**src/rtl/alu_ctrl_issue_pkg.sv**
```systemverilog
// Shared constants for the ALU control issue slice.
// ALU op codes, opcodes and funct fields used by decode and issue.
package alu_ctrl_issue_pkg;

    typedef enum logic [2:0] {
        ALU_AND = 3'b000,
        ALU_XOR = 3'b001,
        ALU_SLL = 3'b010,
        ALU_ADD = 3'b011,
        ALU_SUB = 3'b100,
        ALU_MUL = 3'b101,
        ALU_SRA = 3'b110
    } alu_op_e;

    localparam logic [6:0] OP_RTYPE = 7'b0110011;
    localparam logic [6:0] OP_ITYPE = 7'b0010011;

    localparam logic [6:0] F7_BASE = 7'b0000000;
    localparam logic [6:0] F7_ALT  = 7'b0100000;
    localparam logic [6:0] F7_MUL  = 7'b0000001;

    localparam logic [2:0] F3_ADD = 3'b000;
    localparam logic [2:0] F3_SLL = 3'b001;
    localparam logic [2:0] F3_XOR = 3'b100;
    localparam logic [2:0] F3_SR  = 3'b101;
    localparam logic [2:0] F3_AND = 3'b111;

endpackage

```
**src/rtl/alu_ctrl_issue_decode.sv**
```systemverilog
// Combinational decode and operand select for one ALU request.
// In: opcode/funct3/funct7, rs1/rs2 data, imm. Out: op, data1, data2, illegal.
module alu_issue_decode
    import alu_ctrl_issue_pkg::*;
#(
    parameter int DATA_W  = 32,
    parameter int SHAMT_W = 5
) (
    input  logic [6:0]        opcode,
    input  logic [2:0]        funct3,
    input  logic [6:0]        funct7,
    input  logic [DATA_W-1:0] rs1_data,
    input  logic [DATA_W-1:0] rs2_data,
    input  logic [DATA_W-1:0] imm,
    output logic [2:0]        alu_ctrl,
    output logic [DATA_W-1:0] data1,
    output logic [DATA_W-1:0] data2,
    output logic              illegal
);

    logic              is_r;
    logic              is_i;
    logic [DATA_W-1:0] rs2_shamt;
    logic [DATA_W-1:0] imm_shamt;

    assign is_r = (opcode == OP_RTYPE);
    assign is_i = (opcode == OP_ITYPE);

    // Shift amounts keep only the low bits, zero-extended.
    assign rs2_shamt = {{(DATA_W-SHAMT_W){1'b0}},
                        rs2_data[SHAMT_W-1:0]};
    assign imm_shamt = {{(DATA_W-SHAMT_W){1'b0}},
                        imm[SHAMT_W-1:0]};

    always_comb begin
        alu_ctrl = ALU_ADD;
        data1    = '0;
        data2    = '0;
        illegal  = 1'b1;
        unique case (1'b1)
            is_r && funct7 == F7_BASE && funct3 == F3_ADD: begin
                alu_ctrl = ALU_ADD;
                data1    = rs1_data;
                data2    = rs2_data;
                illegal  = 1'b0;
            end
            is_r && funct7 == F7_BASE && funct3 == F3_AND: begin
                alu_ctrl = ALU_AND;
                data1    = rs1_data;
                data2    = rs2_data;
                illegal  = 1'b0;
            end
            is_r && funct7 == F7_BASE && funct3 == F3_XOR: begin
                alu_ctrl = ALU_XOR;
                data1    = rs1_data;
                data2    = rs2_data;
                illegal  = 1'b0;
            end
            is_r && funct7 == F7_BASE && funct3 == F3_SLL: begin
                alu_ctrl = ALU_SLL;
                data1    = rs1_data;
                data2    = rs2_shamt;
                illegal  = 1'b0;
            end
            is_r && funct7 == F7_ALT && funct3 == F3_ADD: begin
                alu_ctrl = ALU_SUB;
                data1    = rs1_data;
                data2    = rs2_data;
                illegal  = 1'b0;
            end
            is_r && funct7 == F7_ALT && funct3 == F3_SR: begin
                alu_ctrl = ALU_SRA;
                data1    = rs1_data;
                data2    = rs2_shamt;
                illegal  = 1'b0;
            end
            is_r && funct7 == F7_MUL && funct3 == F3_ADD: begin
                alu_ctrl = ALU_MUL;
                data1    = rs1_data;
                data2    = rs2_data;
                illegal  = 1'b0;
            end
            is_i && funct3 == F3_ADD: begin
                alu_ctrl = ALU_ADD;
                data1    = rs1_data;
                data2    = imm;
                illegal  = 1'b0;
            end
            // srai carries its funct7 in imm[11:5]
            is_i && funct3 == F3_SR && imm[11:5] == F7_ALT: begin
                alu_ctrl = ALU_SRA;
                data1    = rs1_data;
                data2    = imm_shamt;
                illegal  = 1'b0;
            end
            default: begin
                alu_ctrl = ALU_ADD;
                data1    = '0;
                data2    = '0;
                illegal  = 1'b1;
            end
        endcase
    end

endmodule

```
**src/rtl/alu_ctrl_issue.sv**
```systemverilog
// Registered ALU request issue with a 2-entry skid buffer.
// Upstream valid_i/ready_o, downstream valid_o/ready_i; ALUCtrl/data1/data2/illegal.
module alu_ctrl_issue
    import alu_ctrl_issue_pkg::*;
#(
    parameter int DATA_W  = 32,
    parameter int SHAMT_W = 5
) (
    input  logic              clk_i,
    input  logic              rst_i,
    input  logic              valid_i,
    output logic              ready_o,
    input  logic [6:0]        opcode_i,
    input  logic [2:0]        funct3_i,
    input  logic [6:0]        funct7_i,
    input  logic [DATA_W-1:0] rs1_data_i,
    input  logic [DATA_W-1:0] rs2_data_i,
    input  logic [DATA_W-1:0] imm_i,
    output logic              valid_o,
    input  logic              ready_i,
    output logic [2:0]        ALUCtrl_o,
    output logic [DATA_W-1:0] data1_o,
    output logic [DATA_W-1:0] data2_o,
    output logic              illegal_o
);

    typedef struct packed {
        logic [2:0]        op;
        logic [DATA_W-1:0] d1;
        logic [DATA_W-1:0] d2;
        logic              ill;
    } entry_t;

    localparam entry_t ENTRY_RST = '{
        op:  ALU_ADD,
        d1:  '0,
        d2:  '0,
        ill: 1'b0
    };

    entry_t dec;
    entry_t out_q;
    entry_t skid_q;
    logic   out_valid;
    logic   skid_valid;
    logic   accept;
    logic   drain;

    alu_issue_decode #(
        .DATA_W  (DATA_W),
        .SHAMT_W (SHAMT_W)
    ) u_decode (
        .opcode   (opcode_i),
        .funct3   (funct3_i),
        .funct7   (funct7_i),
        .rs1_data (rs1_data_i),
        .rs2_data (rs2_data_i),
        .imm      (imm_i),
        .alu_ctrl (dec.op),
        .data1    (dec.d1),
        .data2    (dec.d2),
        .illegal  (dec.ill)
    );

    // ready_o depends only on a flop, never on ready_i.
    assign accept = valid_i && !skid_valid;
    assign drain  = out_valid && ready_i;

    always_ff @(posedge clk_i) begin
        if (rst_i) begin
            out_valid  <= 1'b0;
            skid_valid <= 1'b0;
            out_q      <= ENTRY_RST;
            skid_q     <= ENTRY_RST;
        end else if (drain) begin
            if (skid_valid) begin
                // skid full means no accept this edge
                out_q      <= skid_q;
                skid_valid <= 1'b0;
            end else if (accept) begin
                out_q <= dec;
            end else begin
                out_valid <= 1'b0;
            end
        end else if (!out_valid) begin
            if (accept) begin
                out_q     <= dec;
                out_valid <= 1'b1;
            end
        end else if (accept) begin
            skid_q     <= dec;
            skid_valid <= 1'b1;
        end
    end

    assign ready_o   = !skid_valid;
    assign valid_o   = out_valid;
    assign ALUCtrl_o = out_q.op;
    assign data1_o   = out_q.d1;
    assign data2_o   = out_q.d2;
    assign illegal_o = out_q.ill;

endmodule

```
**config.mk**
```make
export PLATFORM = sky130hd
export DESIGN_NAME = alu_ctrl_issue
export DESIGN_NICKNAME = d
export VERILOG_FILES = /design/src/rtl/alu_ctrl_issue_pkg.sv /design/src/rtl/alu_ctrl_issue_decode.sv /design/src/rtl/alu_ctrl_issue.sv
export SDC_FILE = /design/constraint.sdc
export NUM_CORES = 1
export LEC_CHECK = 0
export CAP_MARGIN = 0
export CORE_MARGIN = 2
export CORE_UTILIZATION = 50
export CTS_CLUSTER_DIAMETER = 150
export CTS_CLUSTER_SIZE = 20
export DETAILED_ROUTE_END_ITERATION = 8
export DONT_BUFFER_PORTS = 1
export PLACE_DENSITY = 0.68
export SLEW_MARGIN = 0
export SYNTH_ARGS = -nofsm -noshare
export SYNTH_HDL_FRONTEND = slang
export SYNTH_SLANG_ARGS = --single-unit
```
**constraint.sdc**
```tcl
create_clock -name clk_i -period 3.58 [get_ports clk_i]
set_input_delay 0.895 -clock clk_i [delete_from_list [all_inputs] [get_ports clk_i]]
set_output_delay 0.895 -clock clk_i [all_outputs]
set_load 0.05 [all_outputs]
```
==> results.yml, run 1 <==
route:
  drc: 0
  met2_length_mm: 9.66
  routedLengthMet1_mm: 7.98
  viasPerCell: 6.75
  wl_met3_mm: 2.09
  top_layer_used: "met4"
  drtPass1Iterations: 9
  wirelength_mm: 20.0
  ant_nets: 0
  wl_per_cell_um: 20.9
  drtIter0Drc: 580
  vias: 6460
critical_path:
  crit_chain: "inv_2"
  crit_path_top_delay_cell: "dfxtp_1"
  crit_type: "flop to output pin"
  cp_slowest_stage_delay_ns: 0.71
  endpoint_kind: "output pin"
  required_ns: 2.68
  cp_max_fo: 24
  critPathTopFamily: "flip-flops"
  critPathBufInv: 1
  cp.arrival_ns: 1.59
  cp-start-kind: "flop"
cts:
  htree_levels: 4
  cts.sinks: 138
  clock-root-buffer: "clkbuf_16"
  clk_path_buf_depth: 2
  cts_resized: 0
  cts_tree: "done"
  worstSkewPairLatency_ns: 0.42
  clk_pin_slew_worst_paths_ns: 0.06
  hold_buffers: 0
  postCtsSetupBuffers: 0
  cts-buffers-inserted: 17
die:
  ios: 187
  die_area_um2: 14700
  initial_core_util: 0.515
  rows: 42
  die_y_um: 121
  core_um2: 13300
  dieWidth_um: 121
placed_design:
  hpwl_mm: 12.8
  gp_congestion: 0.880
  port_buffers: 0
  placed_cells: 925
  place_area_um2: 6870
yosys:
  synth_seq_cells: 138
  ys_types: 53
  synth_edf_count: 0
  yosys_warnings: 0
  synth_compound_area_frac: 0.365
  synth-simple-area-share: 0.169
  syn_avg_cell_area_um2: 8.42
  yosysSeqAreaShare: 0.402
  synth_flop_cell: "dfxtp_1"
  synth_top_family_by_area: "compound AO/OA/AOI/OAI gates"
  synth_mux_area_frac: 0.00146
  synthArstFlopShare: 0
  synthAdderAreaFrac: 0
  syn-instance-count: 816
  yosys.area_share.xor_xnor: 0.00510
  netlist_area_um2: 6870
  synth_nets: 933
global_route:
  grt_use_total: 0.272
  grt_antenna_before_repair: 0
  grt_start_max_net_pins: 63
  grt_overflow: 0
  grt_first_pass_wirelength_mm: 32.0
  first_global_vias: 6287
timing:
  setup_tns_ns: 0
  period_needed_ns: 2.49
  hold_violations: 0
  finalSetupViolations: 0
  fin_skew_ns: 0.00678
  timing.fmax_mhz: 402
  maxSlewHeadroom: 0.547
  slew_violations: 0
  grt_setup_unrepaired: "no"
  tightest_slew_ns: 0.680
  finalCritPeriodShare: 0.695
finish:
  antenna_cells: 0
  stdcell_count: 957
  drive_gt1_frac: 0.131
  fin_nets: 885
  mostFrequentLayoutCell: "dfxtp_1"
  fill_cells: 1234
  area_delta_synth_final_pct: 7.91
  final_cell_mix: "137 x dfxtp_1, 114 x a21oi_1, 81 x o21ai_0"
  fin_area_um2: 7410
power_and_ir_drop:
  power_density_nw_per_um2: 465
  p_leak_nw: 2.24
  max-vdd-ir-drop_v: 0.000343
run_status:
  status: "finished clean"
hold_path:
  hp-class: "flop to flop"
job:
  drv_cap: 0
-- where the power goes --
group,total (W),leakage (nW),switching (W),internal [W]
registers,0.00162,1.11,0.0000600,0.00156
clock network,0.00161,0.269,0.000641,0.000971
logic,0.000222,0.859,0.000148,0.0000747
total,0.00345,2.24,0.000848,0.00260
-- metrics by stage --
| stage | util | hold WS (ns) | setup WS [ns] | power (W) |
|---|---|---|---|---|
| after floorplan | - | 0.436 | 1.21 | 0.00184 |
| after global placement | 0.514 | 0.439 | 0.870 | 0.00186 |
| after detailed placement | 0.514 | 0.450 | 0.719 | 0.00187 |
| after CTS | 0.555 | 0.458 | 1.10 | 0.00347 |
| after global routing | 0.555 | 0.485 | 0.945 | 0.00357 |
| final | 0.555 | 0.459 | 1.09 | 0.00345 |
-- Yosys cell counts (2+ instances only) --
cell / instances / share of area
dfxtp_1: 138 / 0.40
a21oi_1: 115 / 0.084
o21ai_0: 81 / 0.059
clkbuf_1: 57 / 0.031
a22oi_1: 37 / 0.040
nand4_1: 36 / 0.033
nand3_1: 35 / 0.026
nand2_1: 34 / 0.019
a22o_1: 32 / 0.041
a2bb2oi_1: 32 / 0.041
nand2b_1: 24 / 0.022
a222oi_1: 22 / 0.032
or2_2: 22 / 0.020
o21ai_2: 20 / 0.026
nor2_1: 18 / 0.0098
buf_2: 16 / 0.012
o21ai_1: 11 / 0.0080
a211oi_1: 8 / 0.0087
nor2b_1: 7 / 0.0064
nor3_1: 7 / 0.0051
a31oi_1: 6 / 0.0055
o22a_1: 6 / 0.0077
buf_6: 5 / 0.0082
nor4_1: 5 / 0.0046
buf_1: 3 / 0.0016
inv_1: 3 / 0.0016
xnor2_1: 3 / 0.0038
a21o_1: 2 / 0.0022
buf_4: 2 / 0.0022
nand3b_1: 2 / 0.0022
nor2_2: 2 / 0.0018
nor3b_1: 2 / 0.0022
nor4bb_1: 2 / 0.0029
o22ai_1: 2 / 0.0018
-- flip-flops by register name, summed over array words and instances (netlist names) --
name	flops
skid_q	68
ALUCtrl_o	3
valid_o	1
data2_o	32
data1_o	32
skid_valid	1
illegal_o	1
-- layout make-up --
| cell class | count | area (um2) | share of cell area |
|---|---|---|---|
| inverters | 4 | 15.0 | 0.00203 |
| repair buffers | 17 | 128 | 0.0172 |
| flip-flops and latches | 138 | 2760 | 0.373 |
| clock inverters | 7 | 40.0 | 0.00540 |
| well taps | 176 | 220 | 0.0297 |
| clock buffers | 25 | 505 | 0.0682 |
| multi-input cells | 590 | 3740 | 0.505 |
-- final timing paths --
path,endpoint,cells after the start,slack (ns),startpoint
min,skid_q[0],2,0.46,skid_q[0]
max reg2reg,data2_o[9],7,1.16,valid_o
max,ready_o,1,1.09,skid_valid
min reg2reg,skid_q[0],2,0.46,skid_q[0]
-- metal layers --
| metal | vias to the layer above | global-route usage |
|---|---|---|
| met3 | 27 | 0.103 |
| met2 | 286 | 0.448 |
| met5 | - | 0 |
| met4 | 0 | 0.0891 |
| li1 | 3024 | - |
| met1 | 3123 | 0.328 |
-- logic make-up after synthesis --
kind of cell	after synthesis
AO/OA/AOI/OAI	380
flip-flops	138
AND/OR/NAND/NOR	205
XOR/XNOR	4
buffers and inverters	88
multiplexers	1
No activity file was read; power rests on OpenSTA's default activity.
==> run 2: changes to the inputs <==
Clock period 3.58 ns to 2.49 ns, I/O delays scaled along.
==> results.yml, run 2 (synthesis results as in run 1) <==
global_route:
  grt_use_total: 0.275
  grt_start_max_net_pins: 63
  first_global_vias: 6423
  grt_first_pass_wirelength_mm: 32.3
  grt_overflow: 0
  grt_antenna_before_repair: 0
placed_design:
  port_buffers: 0
  placed_cells: 937
  hpwl_mm: 13.1
  gp_congestion: 0.908
finish:
  stdcell_count: 968
  final_cell_mix: "137 x dfxtp_1, 114 x a21oi_1, 81 x o21ai_0"
  area_delta_synth_final_pct: 10.8
  mostFrequentLayoutCell: "dfxtp_1"
  antenna_cells: 0
  fin_nets: 897
  drive_gt1_frac: 0.145
  largest_reg_flops: 68
  largest_register: "skid_q"
die:
  core_um2: 13300
  die_area_um2: 14700
  ios: 187
  rows: 42
  die_y_um: 121
  dieWidth_um: 121
  initial_core_util: 0.515
timing:
  finalSetupViolations: 0
  tightest_slew_ns: 0.670
  timing.fmax_mhz: 483
  grt_setup_unrepaired: "no"
  period_needed_ns: 2.07
  fin_skew_ns: 0.00562
  finalCritPeriodShare: 0.831
  slew_violations: 0
  hold_violations: 0
  setup_tns_ns: 0
  maxSlewHeadroom: 0.553
cts:
  clk_path_buf_depth: 2
  cts_tree: "done"
  cts.sinks: 138
  clk_pin_slew_worst_paths_ns: 0.06
  postCtsSetupBuffers: 0
  htree_levels: 4
  hold_buffers: 0
  worstSkewPairLatency_ns: 0.42
  cts-buffers-inserted: 17
  cts_resized: 0
  clock-root-buffer: "clkbuf_16"
power_and_ir_drop:
  power_density_nw_per_um2: 697
  p_leak_nw: 2.34
  max-vdd-ir-drop_v: 0.000406
route:
  wl_per_cell_um: 21.4
  drtPass1Iterations: 6
  viasPerCell: 6.92
  routedLengthMet1_mm: 7.82
  wl_met3_mm: 2.28
  drtIter0Drc: 554
  drc: 0
  vias: 6699
  top_layer_used: "met4"
  ant_nets: 0
  wirelength_mm: 20.7
  met2_length_mm: 10.1
job:
  drv_cap: 0
hold_path:
  hp-class: "input port to flop"
run_status:
  status: "finished clean"
critical_path:
  required_ns: 2.84
  cp_max_fo: 33
  endpoint_kind: "flop"
  cp.arrival_ns: 2.42
  cp-start-kind: "flop"
  crit_type: "flop to flop"
==> run 2: changes by cell type in the layout (fill, tap and decap cells not counted) <==
cell | previous run | this run
clkbuf_8 | 5 | 1
clkinv_4 | 0 | 1
inv_6 | 0 | 1
bufinv_16 | 0 | 4
clkinv_2 | 5 | 4
clkbuf_1 | 3 | 1
buf_4 | 17 | 26
buf_12 | 0 | 3
==> run 2: area by class of cell <==
cell class,count,area [um2]
clock buffer,19,443
fill,1221,5740
timing repair buffer,29,255
inverter,4,15.0
multi-input combinational,590,3740
tap,176,220
clock inverter,12,173
sequential,138,2760
==> run 2: path summary, 6_finish.rpt <==
path | startpoint | endpoint | slack [ns] | depth (start not counted)
worst max-delay path | valid_o | illegal_o | 0.42 | 5
worst min-delay path | rst_i | valid_o | 0.28 | 1
worst min register to register | skid_q[0] | skid_q[0] | 0.46 | 2
worst max register to register | valid_o | illegal_o | 0.42 | 5
==> run 2: critical path, cell delays in order, from the launching register on <==
cell	delay, ns
dfxtp_2	0.60
buf_4	0.41
inv_1	0.07
a21oi_1	0.56
o221ai_1	0.21
a21oi_1	0.14
==> run 2: report_power, final <==
| group | leakage (nW) | switching (W) | internal [W] |
|---|---|---|---|
| Sequential | 1.11 | 0.0000907 | 0.00224 |
| Combinational | 0.927 | 0.000216 | 0.000119 |
| Clock | 0.299 | 0.000953 | 0.00169 |
| Total | 2.34 | 0.00126 | 0.00405 |
==> run 2: layer usage <==
metal,GRT usage,vias up
met4,0.122,0
met2,0.460,348
met5,0,-
met1,0.313,3248
met3,0.102,47
li1,-,3056
==> run 2: stage by stage <==
step                      area (um2)  total power (W)  hold WS (ns)  utilization  setup slack, ns
after floorplan                 6870          0.00265         0.436            -            0.393
after global placement          6990          0.00270         0.439        0.524            0.189
after detailed placement        6990          0.00271         0.449        0.524            0.116
after CTS                       7610          0.00532         0.262        0.570            0.451
final                           7610          0.00531         0.279        0.570            0.421
after global routing            7610          0.00547         0.261        0.570            0.287
==> run 3: changes to the inputs <==
Settings changed: PLACE_DENSITY 0.68 to 0.71.
Clock period 2.49 ns to 1.82 ns, I/O delays scaled along.
==> results.yml, run 3 (synthesis results as in run 1) <==
run_status:
  status: "finished clean"
critical_path:
  crit_type: "flop to output pin"
  crit_cells: 3
  cp-start-kind: "flop"
  rr_worst_depth: 6
  cp_slowest_stage_delay_ns: 0.37
  regToRegSetupSlack_ns: 0.14
  r2r_end: "data1_o[11]"
  crit_path_top_delay_cell: "dfxtp_2"
  critPathBufInv: 3
  cp.arrival_ns: 1.27
  endpoint_kind: "output pin"
  cp_max_fo: 10
  required_ns: 1.36
  critPathTopFamily: "buffers and inverters"
  rr_startpoint: "valid_o"
  crit_chain: "buf_4 -> inv_2 -> buf_6"
cts:
  htree_levels: 4
  clock-root-buffer: "clkbuf_16"
  clk_path_buf_depth: 2
  cts_tree: "done"
  cts.sinks: 138
  postCtsSetupBuffers: 0
  clk_pin_slew_worst_paths_ns: 0.06
  cts-buffers-inserted: 17
  worstSkewPairLatency_ns: 0.42
timing:
  finalSetupViolations: 0
  holdWs_ns: 0.104
  fin_skew_ns: 0.0124
  finalCritPeriodShare: 0.948
  maxSlewHeadroom: 0.591
  tightest_slew_ns: 0.613
  postLayoutSetupSlackWorst_ns: 0.0950
  timing.fmax_mhz: 580
  grt_setup_unrepaired: "no"
  slew_violations: 0
  period_needed_ns: 1.72
  hold_violations: 0
finish:
  stdcell_count: 1014
  largest_reg_flops: 68
  mostFrequentLayoutCell: "dfxtp_1"
  final_cell_mix: "136 x dfxtp_1, 114 x a21oi_1, 81 x o21ai_0"
  fill_cells: 1155
  antenna_cells: 0
  fin_nets: 942
  drive_gt1_frac: 0.196
  area_delta_synth_final_pct: 17.8
  largest_register: "skid_q"
route:
  wirelength_mm: 20.7
  drc: 0
  drtPass1Iterations: 6
  drtIter0Drc: 836
  ant_nets: 0
  vias: 6768
  viasPerCell: 6.67
  wl_per_cell_um: 20.4
die:
  dieWidth_um: 121
  rows: 42
  initial_core_util: 0.515
  die_y_um: 121
  ios: 187
  core_um2: 13300
  die_area_um2: 14700
placed_design:
  gp_congestion: 0.945
  placed_cells: 982
  hpwl_mm: 13.4
  pre_cts_ws_ns: -0.182
  port_buffers: 0
global_route:
  grt_first_pass_wirelength_mm: 32.4
  grt_start_max_net_pins: 55
  grt_antenna_before_repair: 0
  grt_use_total: 0.276
  first_global_vias: 6341
  grt_overflow: 0
power_and_ir_drop:
  clkPwrFrac: 0.476
  swShare: 0.244
  comb_power_share: 0.075
  p_seq_frac: 0.448
  max-vdd-ir-drop_v: 0.000734
  p_sw_w: 0.00173
  p_int_w: 0.00534
  p_leak_nw: 2.62
  power_density_nw_per_um2: 874
hold_path:
  min_from: "rst_i"
  holdPathStages: 1
  hp-class: "input port to flop"
  holdPathEnd: "valid_o"
job:
  drv_cap: 0
## run 3: power by group through the flow
stage	registers [W]	logic (W)	clock network [W]
6_report	0.00317	0.000531	0.00337
4_1_cts	0.00317	0.000524	0.00343
3_5_place_dp	0.00324	0.000523	0
5_1_grt	0.00317	0.000573	0.00354
2_1_floorplan	0.00324	0.000389	0
3_3_place_gp	0.00323	0.000511	0
## run 3: timing repair
item / in CTS / in global routing
endpoints found under the setup margin: 1 / 1
pin swaps: 0 / 0
resized for setup: 1 / 1
endpoints found under the hold margin: 0 / 0
hold buffers: 0 / 0
## run 3: worst max path at each step
stage / startpoint / endpoint
floorplan: opcode_i[6] / data2_o[21]
global placement: opcode_i[6] / data2_o[9]
detailed placement: opcode_i[6] / skid_q[49]
CTS: skid_valid / ready_o
global route: valid_o / data1_o[11]
finish: skid_valid / ready_o
## run 3: metal layers
| layer | global-route usage | up-vias | wire (um) |
|---|---|---|---|
| met4 | 0.0984 | 0 | 322 |
| met2 | 0.456 | 347 | 10000 |
| met1 | 0.341 | 3244 | 8250 |
| met5 | 0 | - | 0 |
| met3 | 0.0813 | 28 | 2150 |
| li1 | - | 3149 | - |
## run 3: metrics by stage
stage / instance area, um2 / power, W / setup TNS, ns / utilization
final: 8090 / 0.00707 / 0 / 0.606
after detailed placement: 7500 / 0.00376 / -11.82 / 0.562
after floorplan: 6890 / 0.00362 / -4.20 / -
after CTS: 8090 / 0.00712 / 0 / 0.606
after global routing: 8090 / 0.00729 / 0 / 0.606
after global placement: 7500 / 0.00375 / -7.22 / 0.562
## run 3: area by class of cell
| type | instances | area [um2] | share of cell area |
|---|---|---|---|
| Timing Repair Buffer | 74 | 747 | 0.0923 |
| Multi-Input combinational cell | 590 | 3760 | 0.465 |
| Inverter | 4 | 15.0 | 0.00186 |
| Sequential cell | 138 | 2770 | 0.342 |
| Tap cell | 176 | 220 | 0.0272 |
| Clock buffer | 24 | 502 | 0.0620 |
| Clock inverter | 8 | 83.8 | 0.0104 |
==> edit 1: new RTL, flow settings as in run 2 <==
`SHAMT_W` is set to 5 in 2 places; all go to 7.
--- a/src/rtl/alu_ctrl_issue_decode.sv
+++ b/src/rtl/alu_ctrl_issue_decode.sv
@@ -5,5 +5,5 @@
 #(
     parameter int DATA_W  = 32,
-    parameter int SHAMT_W = 5
+    parameter int SHAMT_W = 7
 ) (
     input  logic [6:0]        opcode,
--- a/src/rtl/alu_ctrl_issue.sv
+++ b/src/rtl/alu_ctrl_issue.sv
@@ -5,5 +5,5 @@
 #(
     parameter int DATA_W  = 32,
-    parameter int SHAMT_W = 5
+    parameter int SHAMT_W = 7
 ) (
     input  logic              clk_i,
Function: changed (a bounded check fails within 4 cycles, from zero or initial values and one cycle with rst_i high).
==> edit 1 against run 2 <==
Clock skew is essentially flat; setup slack got worse by 0.095 ns; combinational power fell by 3%; synthesized area is 6.3% lower; sequential cell count did not move; core utilization up 0.92 points; routed wire length down 7.0%; clock power shrank 2%; total power fell by 0.94%; final area decreased by 3.9%; largest cell class unchanged; largest power group unchanged; highest routed layer unchanged.
==> edit 1: results (changes against run 2) <==
stage	metric	value	unit	change
run_status	status	completed		
power	ir_worst_vdd	0.434	mV	+6.9%
power	total_power	5.26	mW	-0.94%
worst_setup_path	r2r_end	skid_q[63]		
route	wl_met2	9030	um	-11%
worst_setup_path	cp_slowest_cell	or4_1		
worst_setup_path	reg2reg_slack	0.48	ns	+0.06 ns
final_layout	fill_cells	1144		-6.3%
logic_synthesis	synth_fa_ha_area_share	0.311	%	+0.31 points
power	powerComb	323	uW	-3%
global_route	grt_max_degree	87		+38%
global_route	grt_pass1_wl	30900	um	-4.3%
logic_synthesis	synth_fp_nets	885		-5.1%
timing	fin_crit	2.16	ns	+0.0952 ns
worst_setup_path	startpoint	funct3_i[2]		
timing	fin_hold_ws	0.292	ns	+0.0131 ns
global_route	grt_pass1_vias	6140		-4.4%
timing	maxSlewHeadroom	58.6	%	+3.3 points
global_route	track_usage	27.3	%	-0.19 points
final_layout	drive_gt1_share	11.0	%	-3.5 points
logic_synthesis	synth_compound_area_share	31.4	%	-5.1 points
logic_synthesis	synth-xor-area-share	0.816	%	+0.31 points
worst_setup_path	reg2reg_from	skid_valid		
place	dp.cells	905		-3.4%
power	clkPwrFrac	49.1	%	-0.7 points
route	met1Wirelength	7810	um	-0.17%
power	p_leak	2.57	nW	+9.8%
place	place_congestion	0.841		-7.4%
route	viasPerCell	6.55		-5.3%
route	first_pass_iters	5		-1
timing	fin_skew	0.00549	ns	-0.000131 ns
logic_synthesis	synth_common_cells	138 x dfxtp_1, 78 x nor2_1, 52 x clkbuf_1, 52 x nand2_1, 45 x o21ai_0		
place	placed_cell_area	6700	sq um	-4.2%
worst_setup_path	cp.arrival	2.50	ns	+0.08 ns
hold_path	min_to	skid_q[3]		
power	power.switching	1.25	mW	-0.42%
logic_synthesis	ys_types	56		+5.7%
logic_synthesis	synth-seq-area-share	42.9	%	+2.7 points
route	avgRoutedWirePerCell	20.5	um	-3.9%
worst_setup_path	max_stage_delay	0.54	ns	-0.06 ns
final_layout	multi_input_area	3390	sq um	-9.3%
logic_synthesis	synthCells	768		-5.9%
route	met3_length	1900	um	-17%
final_layout	nets	869		-3.1%
logic_synthesis	yosys-top-cells-area	dfxtp_1 43%, a221oi_1 4.8%, a22o_1 4.8%, nor2_1 4.5%, o21ai_0 3.5%		
place	dp_worst_setup_slack	-0.0429	ns	-0.159 ns
worst_setup_path	crit_end	data2_o[15]		
-- edit 1: cell count changes after synthesis, moves of 20 or more --
cell / run 2 / this run
a221oi_1: 0 / 35
a21oi_1: 115 / 43
nand4_1: 36 / 0
o21ai_0: 81 / 45
a2bb2oi_1: 32 / 1
and3_1: 1 / 25
nand2b_1: 24 / 2
o22ai_1: 2 / 32
nor2_1: 18 / 78
a222oi_1: 22 / 0
or2_2: 22 / 2
nand3_1: 35 / 12
nor3_1: 7 / 37
-- edit 1: per-layer routing --
metal	vias to the layer above	track usage, %
li1	2853	-
met1	2920	33.2
met2	320	44.4
met3	47	8.87
met4	0	11.9
met5	-	0
-- edit 1: final cells by class --
cell class / count / share of cell area (%)
Clock buffer: 20 / 6.38
Clock inverter: 12 / 2.00
Inverter: 4 / 0.205
Multi-Input combinational cell: 556 / 46.4
Sequential cell: 138 / 37.8
Tap cell: 172 / 2.94
Timing Repair Buffer: 35 / 4.28
==> edit 2: new RTL, flow settings as in run 2 <==
Made on the original files. Make the reset (`rst_i`) asynchronous in one clocked block.
--- a/src/rtl/alu_ctrl_issue.sv
+++ b/src/rtl/alu_ctrl_issue.sv
@@ -67,5 +67,5 @@
     assign drain  = out_valid && ready_i;
 
-    always_ff @(posedge clk_i) begin
+    always_ff @(posedge clk_i or posedge rst_i) begin
         if (rst_i) begin
             out_valid  <= 1'b0;
Behaviour: differs if rst_i is asserted again (counterexample within 4 cycles, from zero or initial values and one cycle with rst_i high); with rst_i held inactive, the same outputs for 4 cycles.
==> edit 2 against run 2 <==
Core utilization increased by 1.3 points; synthesized area fell by 7.9%; setup slack lost 0.067 ns; global-route usage decreased by 2.8 points; register-to-register slack gained 0.30 ns; sequential cell count unchanged; final area down 4.6%; cell count shrank 16%; routed wire length decreased by 23%; critical path type is now input pin to register; largest cell class is now sequential cells; highest routed layer unchanged.
Power is not compared: it rests on default switching activity, and its combinational part moved more than twofold at a synthesized area within 25%.
==> edit 2: results (changes against run 2) <==
stage	metric	value	unit	change
run_status	status	completed		
route	met1Wirelength	6550	um	-16%
global_route	track_usage	24.7	%	-2.8 points
logic_synthesis	synth_compound_area_share	31.8	%	-4.7 points
logic_synthesis	synth_fp_nets	755		-19%
place	place_congestion	0.857		-5.6%
route	met3_length	1310	um	-43%
logic_synthesis	synthCells	638		-22%
final_layout	nets	742		-17%
route	first_pass_iters	5		-1
logic_synthesis	synth-async-reset-ratio	100	%	+100 points
global_route	antenna_found_initial	0		unchanged
place	dp.cells	778		-17%
place	portBuffers	0		unchanged
hold_path	hp-class	input pin to asynchronous set/reset pin		
route	wl_met2	7960	um	-21%
clocking	post_cts_buffers	0		unchanged
logic_synthesis	synth_common_cells	134 x dfrtp_1, 76 x o21ai_0, 73 x a21oi_1, 71 x nand2_1, 47 x clkbuf_1		
logic_synthesis	dominantRegCellSynth	dfrtp_1		
place	placed_cell_area	6660	sq um	-4.8%
clocking	clk_latency	0.41	ns	
logic_synthesis	synthMuxAreaShare	0.158	%	+0.013 points
worst_setup_path	cp_slowest_cell	nor4b_1		
global_route	grt_pass1_vias	5111		-20%
place	dp_worst_setup_slack	-0.0808	ns	-0.197 ns
global_route	grt_max_degree	67		+6.3%
final_layout	drive_gt1_share	12.1	%	-2.4 points
logic_synthesis	synth-seq-area-share	54.7	%	+14 points
worst_setup_path	cp_max_fo	24		-27%
worst_setup_path	max_stage_delay	0.48	ns	-0.12 ns
logic_synthesis	yosys_warnings	0		unchanged
route	viasPerCell	6.34		-8.4%
final_layout	largest_reg_flops	68		unchanged
logic_synthesis	yosys-top-cells-area	dfrtp_1 53%, o21ai_0 6.0%, a21oi_1 5.8%, a22o_1 4.4%, o22a_1 4.4%		
timing	maxSlewHeadroom	46.0	%	-9.3 points
route	drtIter0Drc	374		-32%
timing	fin_skew	0.00669	ns	+0.00107 ns
worst_setup_path	cp.arrival	2.48	ns	+0.06 ns
logic_synthesis	synth-xor-area-share	0.415	%	-0.095 points
place	dp_hpwl	10600	um	-19%
final_layout	diodes	0		unchanged
route	drt-total-wl	16000	um	-23%
logic_synthesis	ys_types	46		-13%
final_layout	finalNonFillerCells	809		-16%
global_route	grt_pass1_wl	25900	um	-20%
logic_synthesis	synth_top_family_by_area	compound AO/OA/AOI/OAI gates		
worst_setup_path	crit_family	simple AND/OR/NAND/NOR gates		
[edit 2: cell type report]
type,instances,area (sq um)
tap,172,215
fill,1082,5200
sequential,138,3460
multi-input combinational,430,2590
inverter,9,37.5
clock buffer,20,457
timing repair buffer,29,355
clock inverter,11,146
[edit 2: worst paths after layout]
kind / start / endpoint / slack, ns / cells after the start
worst min-delay path: rst_i / skid_q[67] / 0.23 / 1
worst max register to register: valid_o / skid_q[38] / 0.72 / 5
max in group asynchronous: rst_i / skid_q[58] / 1.59 / 2
min in group clk_i: ready_i / skid_valid / 0.30 / 1
worst min register to register: skid_q[14] / skid_q[14] / 0.49 / 2
worst max-delay path: imm_i[8] / data1_o[10] / 0.35 / 7
[edit 2: report_power, final]
group	leakage, nW	switching, mW	total, mW	internal (mW)
logic	1.00	1.08	1.85	0.766
registers	1.80	2.30	5.10	2.80
clock network	0.292	0.936	2.56	1.62
total	3.09	4.32	9.51	5.19
[edit 2: routing by layer]
metal	up-vias	track usage (%)
li1	2339	-
met1	2576	32.2
met5	-	0
met3	17	7.27
met2	198	39.9
met4	0	8.02
[edit 2: kinds of logic (layout without fill, tap and decap cells)]
kind of cell / count (synthesis) / after routing
flip-flops: 138 / 138
AND/OR/NAND/NOR: 111 / 111
AO/OA/AOI/OAI: 315 / 315
XOR/XNOR: 3 / 3
multiplexers: 1 / 1
buffers and inverters: 70 / 69
[edit 2: metrics by stage]
step | util [%] | hold WS (ns)
CTS | 58.3 | 0.238
global route | 58.3 | 0.257
floorplan | - | 0.450
finish | 58.3 | 0.233
detailed placement | 53.4 | 0.473
global placement | 53.4 | 0.462
[edit 2: worst register-to-register path, stage by stage, from the launching register on]
cell	delay [ns]
dfrtp_1	0.40
nor2b_1	0.50
nand2_4	0.25
a21oi_4	0.19
buf_12	0.20
a22o_1	0.18
